## config.mk

```make
export PLATFORM = sky130hd
export DESIGN_NAME = cpu_seq
export DESIGN_NICKNAME = d
export VERILOG_FILES = /design/src/rtl/cpu_seq.sv
export SDC_FILE = /design/constraint.sdc
export NUM_CORES = 1
export LEC_CHECK = 0
export ABC_AREA = 0
export CAP_MARGIN = 20
export CORE_MARGIN = 10
export CORE_UTILIZATION = 40
export DETAILED_ROUTE_END_ITERATION = 8
export PLACE_DENSITY = 0.62
export RECOVER_POWER = 50
export SETUP_SLACK_MARGIN = 0.05
export SLEW_MARGIN = 20
export SYNTH_ARGS = -nofsm -noshare
export SYNTH_HDL_FRONTEND = slang
export SYNTH_SLANG_ARGS = --single-unit
```

## constraint.sdc

```tcl
create_clock -name clk -period 4.8 [get_ports clk]
set_clock_uncertainty 0.05 [all_clocks]
set_input_delay 0.96 -clock clk [delete_from_list [all_inputs] [get_ports clk]]
set_output_delay 0.96 -clock clk [all_outputs]
set_load 0.005 [all_outputs]
```

## src/rtl/cpu_seq.sv

```systemverilog
// rtl/cpu_seq.sv - 8-bit accumulator sequencer fetching two-byte instructions from a combinational ROM
module cpu_seq (
  input  logic       clk,
  input  logic       rst,
  output logic [7:0] adrs,
  output logic       rd,
  input  logic [7:0] din,
  output logic [7:0] acc,
  output logic [7:0] pc,
  output logic       halt
);

  typedef enum logic [1:0] {
    S_FETCH = 2'd0,
    S_OPER  = 2'd1,
    S_EXEC  = 2'd2,
    S_HALT  = 2'd3
  } state_t;

  localparam logic [7:0] OP_HALT = 8'h00;
  localparam logic [7:0] OP_LDI  = 8'h01;
  localparam logic [7:0] OP_ADD  = 8'h02;
  localparam logic [7:0] OP_ADDI = 8'h03;
  localparam logic [7:0] OP_SUB  = 8'h04;
  localparam logic [7:0] OP_ST   = 8'h05;
  localparam logic [7:0] OP_JMP  = 8'h06;
  localparam logic [7:0] OP_JZ   = 8'h07;

  state_t     state;
  state_t     state_nxt;
  logic [7:0] ir;
  logic [7:0] opr;
  logic [7:0] mem [0:3];
  logic       opr_in_store;
  logic [7:0] mem_val;

  // Data store occupies addresses 20..23; anything else reads as zero and ignores writes.
  assign opr_in_store = (opr[7:2] == 6'b001000);
  assign mem_val      = opr_in_store ? mem[opr[1:0]] : 8'h00;
  assign adrs         = pc;

  // State register: reset lands in FETCH so the first edge after release fetches address 00.
  always_ff @(posedge clk or posedge rst) begin
    if (rst) begin
      state <= S_FETCH;
    end else begin
      state <= state_nxt;
    end
  end

  // Next-state: fixed three-cycle instruction, HALT opcode parks the machine until reset.
  always_comb begin
    state_nxt = state;
    case (state)
      S_FETCH: state_nxt = S_OPER;
      S_OPER:  state_nxt = S_EXEC;
      S_EXEC:  state_nxt = (ir == OP_HALT) ? S_HALT : S_FETCH;
      default: state_nxt = S_HALT;
    endcase
  end

  // Outputs: ROM is read in both byte-fetch cycles only.
  always_comb begin
    rd   = 1'b0;
    halt = 1'b0;
    case (state)
      S_FETCH: rd = 1'b1;
      S_OPER:  rd = 1'b1;
      S_HALT:  halt = 1'b1;
      default: begin
        rd   = 1'b0;
        halt = 1'b0;
      end
    endcase
  end

  // Datapath: latch opcode/operand during fetch, then apply the instruction in EXEC.
  always_ff @(posedge clk or posedge rst) begin
    if (rst) begin
      pc  <= 8'h00;
      acc <= 8'h00;
      ir  <= 8'h00;
      opr <= 8'h00;
      for (int i = 0; i < 4; i++) begin
        mem[i] <= 8'h00;
      end
    end else begin
      case (state)
        S_FETCH: begin
          ir <= din;
          pc <= pc + 8'h01;
        end
        S_OPER: begin
          opr <= din;
          pc  <= pc + 8'h01;
        end
        S_EXEC: begin
          case (ir)
            OP_LDI:  acc <= opr;
            OP_ADD:  acc <= acc + mem_val;
            OP_ADDI: acc <= acc + opr;
            OP_SUB:  acc <= acc - mem_val;
            OP_ST:   if (opr_in_store) mem[opr[1:0]] <= acc;
            OP_JMP:  pc <= opr;
            OP_JZ:   if (acc == 8'h00) pc <= opr;
            default: ;
          endcase
        end
        default: ;
      endcase
    end
  end

endmodule

```

==> results_dict.tcl, run 1 <==
set metrics [dict create \
    ys_seq_elements 66 \
    fmax_ghz 0.2378 \
    r2r_start "opr[0]" \
    min_path_type "reg -> reg" \
    drt-wirelength-per-cell_um 17.42 \
    place_congestion 0.8866 \
    clock_tree.root_cell "clkbuf_8" \
    utilization_pct 47.90 \
    synth-seq-area-share_pct 42.48 \
    clock-sinks 66 \
    tightest_slew_ns 1.695 \
    rsz0062_at_grt "false" \
    final_cells 528 \
    min_from "mem[28]" \
    grt_max_degree 36 \
    failed_checks "capacitance limit, slew limit" \
    grt_util_met1_pct 18.01 \
    h-tree-depth 3 \
    use_met3_pct 3.665 \
    drc_errors 0 \
    synth_ff_type "dfrtp_1" \
    critPathMaxFanout 12 \
    path_clk_slew_ns 0.08 \
    hold_end "mem[28]" \
    yosysTopAreaCell "dfrtp_1" \
    vias_per_cell 5.417 \
    port_buffers 35 \
    dieWidth_um 118.6 \
    synthTopCellsByArea "dfrtp_1, mux2_2, mux4_2, a21oi_1, ha_1" \
    critPathKind "reg -> reg" \
    clockBufferDepth 2 \
    fillCellCount 888 \
    maxCapViolCount 1 \
    r2r_slack_ns 0.59 \
    synth.top_cell.area_share_pct 42.48 \
    area.growth.synth_to_final_pct 15.48 \
    finalSetupViolCount 0 \
    placed_cells 512 \
    syn-mean-instance-area_um2 10.48 \
    reg2reg_depth 16 \
    yosys-top-cells-count "dfrtp_1, mux2_2, a21oi_1" \
    numCtsBuffers 9 \
    start_util_pct 41.48 \
    period_share_pct 87.62 \
    slew_violations 33 \
    endpoint_kind "flop" \
    synth_area_um2 3887 \
    grt_pass1_vias 2842 \
    status "finished, violations left" \
    overflow 0 \
    dp_hpwl_um 6653 \
    first_iter_violations 150 \
    firstDrtPassIters 5 \
    whs_path_depth 1 \
    fin_tns_setup_ns 0 \
    r2r_end "acc[7]" \
    grt_pass1_wl_um 15430 \
    relSlewSlack_pct -12.98 \
    vias 2860 \
    placementRows 35 \
    pwr_density_cell_nw_per_um2 550.0 \
    ys_warn_count 0 \
    grt_busiest_layer "met2" \
    synthCells 371 \
    groute.usage.overall_pct 13.55 \
    insertion_delay_ns 0.36 \
    cp.arrival_ns 4.39 \
    n_antenna_cell 0 \
    finalHoldViolCount 0 \
    synthMostInstantiatedCell "dfrtp_1" \
    core-area_um2 9371 \
    syn-num-nets 395 \
    cts_tree "built" \
    dieArea_um2 14060 \
    wl_um 9197 \
    period_minus_slack_ns 4.206 \
    post-cts-setup-buffers 0 \
    drive_gt1_share_pct 21.80 \
    cp.required_ns 4.98 \
    total_leakage_power_nw 1.910 \
    async_reset_ff_share_pct 100.0 \
    pin_count 36 \
    ant_nets 0 \
    gr-usage-met2_pct 20.37 \
    yosysUniqueCellTypes 52 \
    worstSetupStartpointType "flop" \
    die_height_um 118.6 \
    final_nets 418 \
    synth_edf_count 0 \
    antenna_found_initial 0 \
    irDropWorstVdd_mv 0.3291 \
]
==> layer usage <==
layer	vias to the layer above	share of wire, %
met2	77	46
met4	0	1.8
met5	-	0
met3	11	5.7
met1	1386	46
li1	1386	-
==> where the power goes <==
part | total (W) | internal (W) | switching [W]
Clock | 0.000539 | 0.000307 | 0.000231
Sequential | 0.000942 | 0.000687 | 0.000255
Combinational | 0.000988 | 0.000525 | 0.000463
==> cell usage in the layout, fill, tap and decap left out, types with 3 or more instances in the layout <==
cell type	Yosys	final
dfrtp_1	66	66
mux2_2	49	49
clkdlybuf4s50_1	0	34
a21oi_1	33	33
nand2_1	32	32
nor2_1	24	24
o21ai_0	20	20
ha_1	13	13
nor3_1	12	12
inv_1	11	11
clkbuf_8	0	10
mux4_2	8	8
nand3_1	6	6
xnor2_1	6	6
nor2b_1	5	5
o22ai_1	5	5
nand4_1	4	4
nand2b_1	4	4
xor2_1	4	4
and2_2	4	4
or3_1	3	3
o21a_1	3	3
==> per-stage QoR <==
step | total power (W) | setup WS, ns | instance area [um2] | hold slack, ns
finish | 0.002469 | 0.5943 | 4489 | 0.4546
global route | 0.002668 | 0.1256 | 4489 | 0.4667
CTS | 0.002491 | 0.5350 | 4491 | 0.4587
detailed placement | 0.001944 | 0.5583 | 4264 | 0.4424
global placement | 0.001934 | 0.6132 | 4264 | 0.4339
floorplan | 0.001579 | 0.7856 | 3887 | 0.4251
==> sequential cells by signal, summed over array words and instances (netlist names) <==
name and cells:
adrs 8, state 2, opr 8, ir 8
mem 32, acc 8
==> logic make-up (layout without fill, tap and decap cells) <==
group                    Yosys count  after routing  share of synthesized area (%)
AND/OR/NAND/NOR                  105            105                          13.81
flip-flops                        66             66                          42.48
buffers and inverters             38             66                          5.310
XOR/XNOR                          10             10                          2.253
adder cells (fa/ha/maj)           14             14                          4.699
multiplexers                      59             59                          19.34
AO/OA/AOI/OAI                     79             79                          12.10
==> layout make-up <==
type	instances	area (um2)	share of cell area [%]
multi-input combinational	267	2036	45.35
sequential	66	1652	36.79
timing repair buffer	39	372.9	8.305
tap	129	161.4	3.595
clock buffer	10	137.6	3.066
clock inverter	6	88.84	1.979
inverter	11	41.29	0.9197
==> timing repair <==
item / 4_1_cts / 5_1_grt
gates resized for setup: 0 / 1
endpoints found under the setup margin: 0 / 1
hold buffers: 0 / 0
==> worst max path at each step <==
stage | from | to | slack, ns | cells past startpoint
3_3_place_gp | opr[0] | acc[7] | 0.61 | 16
6_report | opr[0] | acc[7] | 0.59 | 16
2_1_floorplan | opr[2] | acc[7] | 0.79 | 18
4_1_cts | opr[2] | acc[7] | 0.54 | 17
5_1_grt | opr[0] | acc[7] | 0.13 | 16
3_5_place_dp | opr[2] | acc[7] | 0.56 | 17
==> worst max-delay path, stage by stage, from the launching register on <==
cell and delay, ns:
dfrtp_1 0.72, buf_4 0.27, mux4_2 0.57, nor3_1 0.31
xor2_1 0.18, nor2_1 0.05, a21oi_1 0.13, nor2_1 0.05
a21oi_1 0.12, ha_1 0.29, and3_1 0.18, a21oi_1 0.16
nand3_1 0.10, o211ai_1 0.16, mux2_2 0.37, a221oi_1 0.25
o21ai_0 0.12
Power figures use the tool's default switching activity.
==> run 2: changes to the inputs <==
- CORE_UTILIZATION: 40 -> 47
- PLACE_DENSITY: 0.62 -> 0.7
- SLEW_MARGIN: 20 -> not set
==> run 2 against run 1 <==
Against the previous run: the flow still finishes with violations (capacitance limit, slew limit); hold slack better by 0.0012 ns; clock power is 24% lower; routed wire length is 1.6% lower; first-iteration DRC count is 140% higher; global-route usage is 1.6 points higher.
==> results_dict.tcl, run 2 (synthesized netlist as in run 1, its figures left out) <==
set metrics [dict create \
    r2r_slack_ns 0.51 \
    final_common_cell "dfrtp_1" \
    multi_input_area_um2 2029 \
    antenna_found_initial 0 \
    core-area_um2 8134 \
    min_path_type "reg -> reg" \
    utilization_pct 54.05 \
    place_congestion 0.9078 \
    dieWidth_um 110.9 \
    finalHoldViolCount 0 \
    rsz0062_at_grt "false" \
    grt_pass1_wl_um 15510 \
    fmax_ghz 0.2331 \
    ctsHoldBuffers 0 \
    maxCapViolCount 1 \
    grt_max_degree 51 \
    status "finished, violations left" \
    overflow 0 \
    dp_hpwl_um 6467 \
    endpoint_kind "flop" \
    placementRows 33 \
    crit_path_cell_trace "or3_4 -> nor4b_1 -> nand2_1 -> ha_1 -> nand2_1 -> mux2i_1 -> a21oi_1 -> nor2_1 -> a311oi_1 -> ha_1 -> and3_1 -> a21oi_1 -> nand3_1 -> o211ai_1 -> mux2_2 -> a221oi_1 -> o21ai_0" \
    irDropWorstVdd_mv 0.2351 \
    insertion_delay_ns 0.35 \
    whs_path_depth 1 \
    die_height_um 110.9 \
    critPathKind "reg -> reg" \
    critPathMaxFanout 7 \
    total_leakage_power_nw 1.893 \
    clockBufferDepth 2 \
    path_clk_slew_ns 0.07 \
    drive_gt1_share_pct 21.55 \
    finalInstanceArea_um2 4397 \
    post-cts-setup-buffers 0 \
    drt-wirelength-per-cell_um 17.95 \
    cp.required_ns 4.97 \
    grt_pass1_vias 3014 \
    first_iter_violations 353 \
    failed_checks "capacitance limit, slew limit" \
    startpoint "opr[2]" \
    fin_tns_setup_ns 0 \
    pin_count 36 \
    drc_errors 0 \
    cp_slowest_cell "nor4b_1" \
    final_nets 418 \
    start_util_pct 47.79 \
    vias_per_cell 5.813 \
    h-tree-depth 3 \
    vias 2930 \
    post_cts_resize_count 0 \
    clock_tree.root_cell "clkbuf_8" \
    finalSetupViolCount 0 \
    final_cell_mix "dfrtp_1, mux2_2, clkdlybuf4s50_1" \
    fillCellCount 719 \
    cp.arrival_ns 4.46 \
    period_minus_slack_ns 4.290 \
    min_from "mem[6]" \
    cts_tree "built" \
    regMostFlops "mem" \
    relSlewSlack_pct -59.15 \
    worst_path_largest_cell_delay_ns 0.47 \
    clock-sinks 66 \
    period_share_pct 89.37 \
    tightest_slew_ns 2.387 \
    dieArea_um2 12310 \
    pwr_density_cell_nw_per_um2 530.4 \
    n_antenna_cell 0 \
    area.growth.synth_to_final_pct 13.10 \
    reg2reg_depth 17 \
    groute.usage.overall_pct 15.12 \
    setup_slack_ns 0.5102 \
    slew_violations 44 \
    worstSetupStartpointType "flop" \
    port_buffers 35 \
    dpl_cell_area_um2 4227 \
    firstDrtPassIters 4 \
    largest_reg_flops 32 \
    r2r_start "opr[2]" \
    dp_slack_ns 0.5717 \
    wl_um 9047 \
    numCtsBuffers 9 \
    ant_nets 0 \
    regArea_um2 1652 \
]
## run 2: through the flow
step / power [W] / instances / hold WS [ns]
6_report: 0.002332 / 504 / 0.4557
5_1_grt: 0.002518 / 504 / 0.4768
4_1_cts: 0.002350 / 503 / 0.4618
3_5_place_dp: 0.001933 / 487 / 0.4451
3_3_place_gp: 0.001909 / 487 / 0.4342
2_1_floorplan: 0.001579 / 371 / 0.4251
## run 2: layout make-up
cell class | instances | area share, %
Tap cell | 105 | 2.988
Timing Repair Buffer | 39 | 8.480
Inverter | 11 | 0.9391
Multi-Input combinational cell | 267 | 46.16
Sequential cell | 66 | 37.56
Clock buffer | 9 | 2.817
Clock inverter | 7 | 1.053
## run 2: path summary, 6_finish.rpt
| kind | to |
|---|---|
| min | mem[6] |
| max reg2reg | acc[7] |
| min in group asynchronous | opr[7] |
| min reg2reg | mem[6] |
| max in group asynchronous | mem[20] |
| max | acc[7] |
## run 2: routing by layer
metal / track usage, % / part of all wire (%)
met5: 0 / 0
met4: 5.642 / 1.6
met3: 3.463 / 5.7
met2: 24.06 / 48
met1: 19.49 / 45
## run 2: critical path, delay by kind of cell (launching register included)
kind / cells / cell delay (ns)
simple gates: 7 / 1.47
mux: 2 / 0.45
flops: 1 / 0.45
fa+ha+maj: 2 / 0.63
compound gates: 6 / 1.10
## run 2: power breakdown
part           total, W  internal (W)  switching [W]
clock network  0.000410      0.000186       0.000224
registers      0.000946      0.000687       0.000258
logic          0.000977      0.000523       0.000454
total           0.00233       0.00140       0.000936
==> run 3: changes to the inputs <==
- CELL_PAD_IN_SITES_DETAIL_PLACEMENT: not set -> 1
- CELL_PAD_IN_SITES_GLOBAL_PLACEMENT: not set -> 1
- CORE_UTILIZATION: 47 -> 46
- PLACE_DENSITY: 0.7 -> 0.84
==> run 3 against run 2 <==
Against the previous run: power up 2.6%; via count rose by 1.7%; hold slack barely moved; sequential power is 2.3% higher; the flow still finishes with violations (capacitance limit, slew limit); cell count is 0.40% lower; utilization is 0.50 points lower; critical path depth shrank 4; final area barely moved; fmax shrank 1.8%.
==> results_dict.tcl, run 3 (synthesized netlist as in run 1, its figures left out) <==
set metrics [dict create \
    tightest_slew_ns 1.579 \
    pwr_density_cell_nw_per_um2 543.5 \
    gr-usage-met2_pct 27.51 \
    grt_pass1_wl_um 16970 \
    dpl_cell_area_um2 4227 \
    total_power_w 0.002392 \
    dp_hpwl_um 7477 \
    pin_count 36 \
    maxCapViolCount 1 \
    core-area_um2 8217 \
    placementRows 33 \
    slew_violations 43 \
    post_cts_resize_count 0 \
    largest_reg_flops 32 \
    min_path_type "reg -> reg" \
    worstSetupStartpointType "flop" \
    final_common_cell "dfrtp_1" \
    antenna_found_initial 0 \
    die_height_um 111.9 \
    final_cell_mix "dfrtp_1, mux2_2, clkdlybuf4s50_1" \
    total_leakage_power_nw 1.886 \
    grt_pass1_vias 3180 \
    irDropWorstVdd_mv 0.3239 \
    dieArea_um2 12530 \
    endpoint_kind "flop" \
    vias 2981 \
    firstDrtPassIters 4 \
    cp.required_ns 4.97 \
    grt_max_degree 43 \
    period_share_pct 90.99 \
    ctsHoldBuffers 0 \
    port_buffers 35 \
    wl_um 10350 \
    relSlewSlack_pct -5.404 \
    status "finished, violations left" \
    drive_gt1_share_pct 21.16 \
    fmax_ghz 0.2290 \
    groute.usage.overall_pct 16.60 \
    failed_checks "capacitance limit, slew limit" \
    critPathKind "reg -> reg" \
    use_met3_pct 3.811 \
    first_iter_violations 142 \
    regMostFlops "mem" \
    clockBufferDepth 2 \
    finalSetupViolCount 0 \
    drt-wirelength-per-cell_um 20.62 \
    clock-sinks 66 \
    final_nets 417 \
    cts_tree "built" \
    period_minus_slack_ns 4.368 \
    fillCellCount 885 \
    overflow 0 \
    grt_busiest_layer "met2" \
    post-cts-setup-buffers 0 \
    insertion_delay_ns 0.35 \
    finalInstanceArea_um2 4400 \
    clock_tree.root_cell "clkbuf_8" \
    utilization_pct 53.56 \
    start_util_pct 47.31 \
    ant_nets 0 \
    path_clk_slew_ns 0.07 \
    grt_util_met1_pct 20.48 \
    rsz0062_at_grt "false" \
    n_antenna_cell 0 \
    fin_tns_setup_ns 0 \
    place_congestion 0.9179 \
    critPathMaxFanout 16 \
    finalHoldViolCount 0 \
    dieWidth_um 111.9 \
    cp.arrival_ns 4.54 \
    h-tree-depth 3 \
    drc_errors 0 \
    vias_per_cell 5.938 \
    numCtsBuffers 9 \
    area.growth.synth_to_final_pct 13.20 \
]
## run 3: cell types whose count changed in the layout (fill, tap and decap cells not counted), sizes merged
cell and change:
clkinvlp +1, clkbuf +3, clkinv -6
## run 3: layout make-up
type / instances / area [um2] / share of cell area, %
Timing Repair Buffer: 38 / 369.1 / 8.388
Clock inverter: 2 / 12.51 / 0.2843
Inverter: 11 / 41.29 / 0.9383
Tap cell: 105 / 131.4 / 2.985
Sequential cell: 66 / 1652 / 37.53
Clock buffer: 13 / 158.9 / 3.611
Multi-Input combinational cell: 267 / 2036 / 46.26
## run 3: worst paths after layout
path	startpoint	to	slack, ns	cells past startpoint
max in group asynchronous	rst	ir[3]	1.29	3
min	mem[14]	mem[14]	0.46	1
max	opr[0]	acc[7]	0.43	13
max reg2reg	opr[0]	acc[7]	0.43	13
min in group asynchronous	rst	opr[0]	1.47	2
min reg2reg	mem[14]	mem[14]	0.46	1
## run 3: critical path, stage by stage (launching register included)
cell and delay, ns:
dfrtp_1 0.89, mux4_2 0.69, nor4_2 0.50, nand2_1 0.16
nand2_1 0.10, nand3_1 0.09, a21oi_1 0.18, a21oi_1 0.07
ha_1 0.25, or3_1 0.37, o211ai_1 0.15, mux2_2 0.37
a221oi_1 0.24, o21ai_0 0.12
## run 3: per-layer routing
layer	part of all wire [%]	wire length (um)
met5	0	0
met4	2.1	215
met3	5.1	529
met2	49	5076
met1	44	4531
## run 3: through the flow
stage | worst slack, ns | cells | hold WS [ns]
2_1_floorplan | 0.7856 | 371 | 0.4251
3_3_place_gp | 0.6458 | 487 | 0.4342
3_5_place_dp | 0.5219 | 487 | 0.4450
4_1_cts | 0.4040 | 502 | 0.4592
5_1_grt | 0.09779 | 502 | 0.4717
6_report | 0.4324 | 502 | 0.4557
## run 3: power breakdown
group / total (W) / internal [W] / switching (W)
Sequential: 0.000968 / 0.000687 / 0.000281
Combinational: 0.000993 / 0.000525 / 0.000468
Clock: 0.000431 / 0.000213 / 0.000218
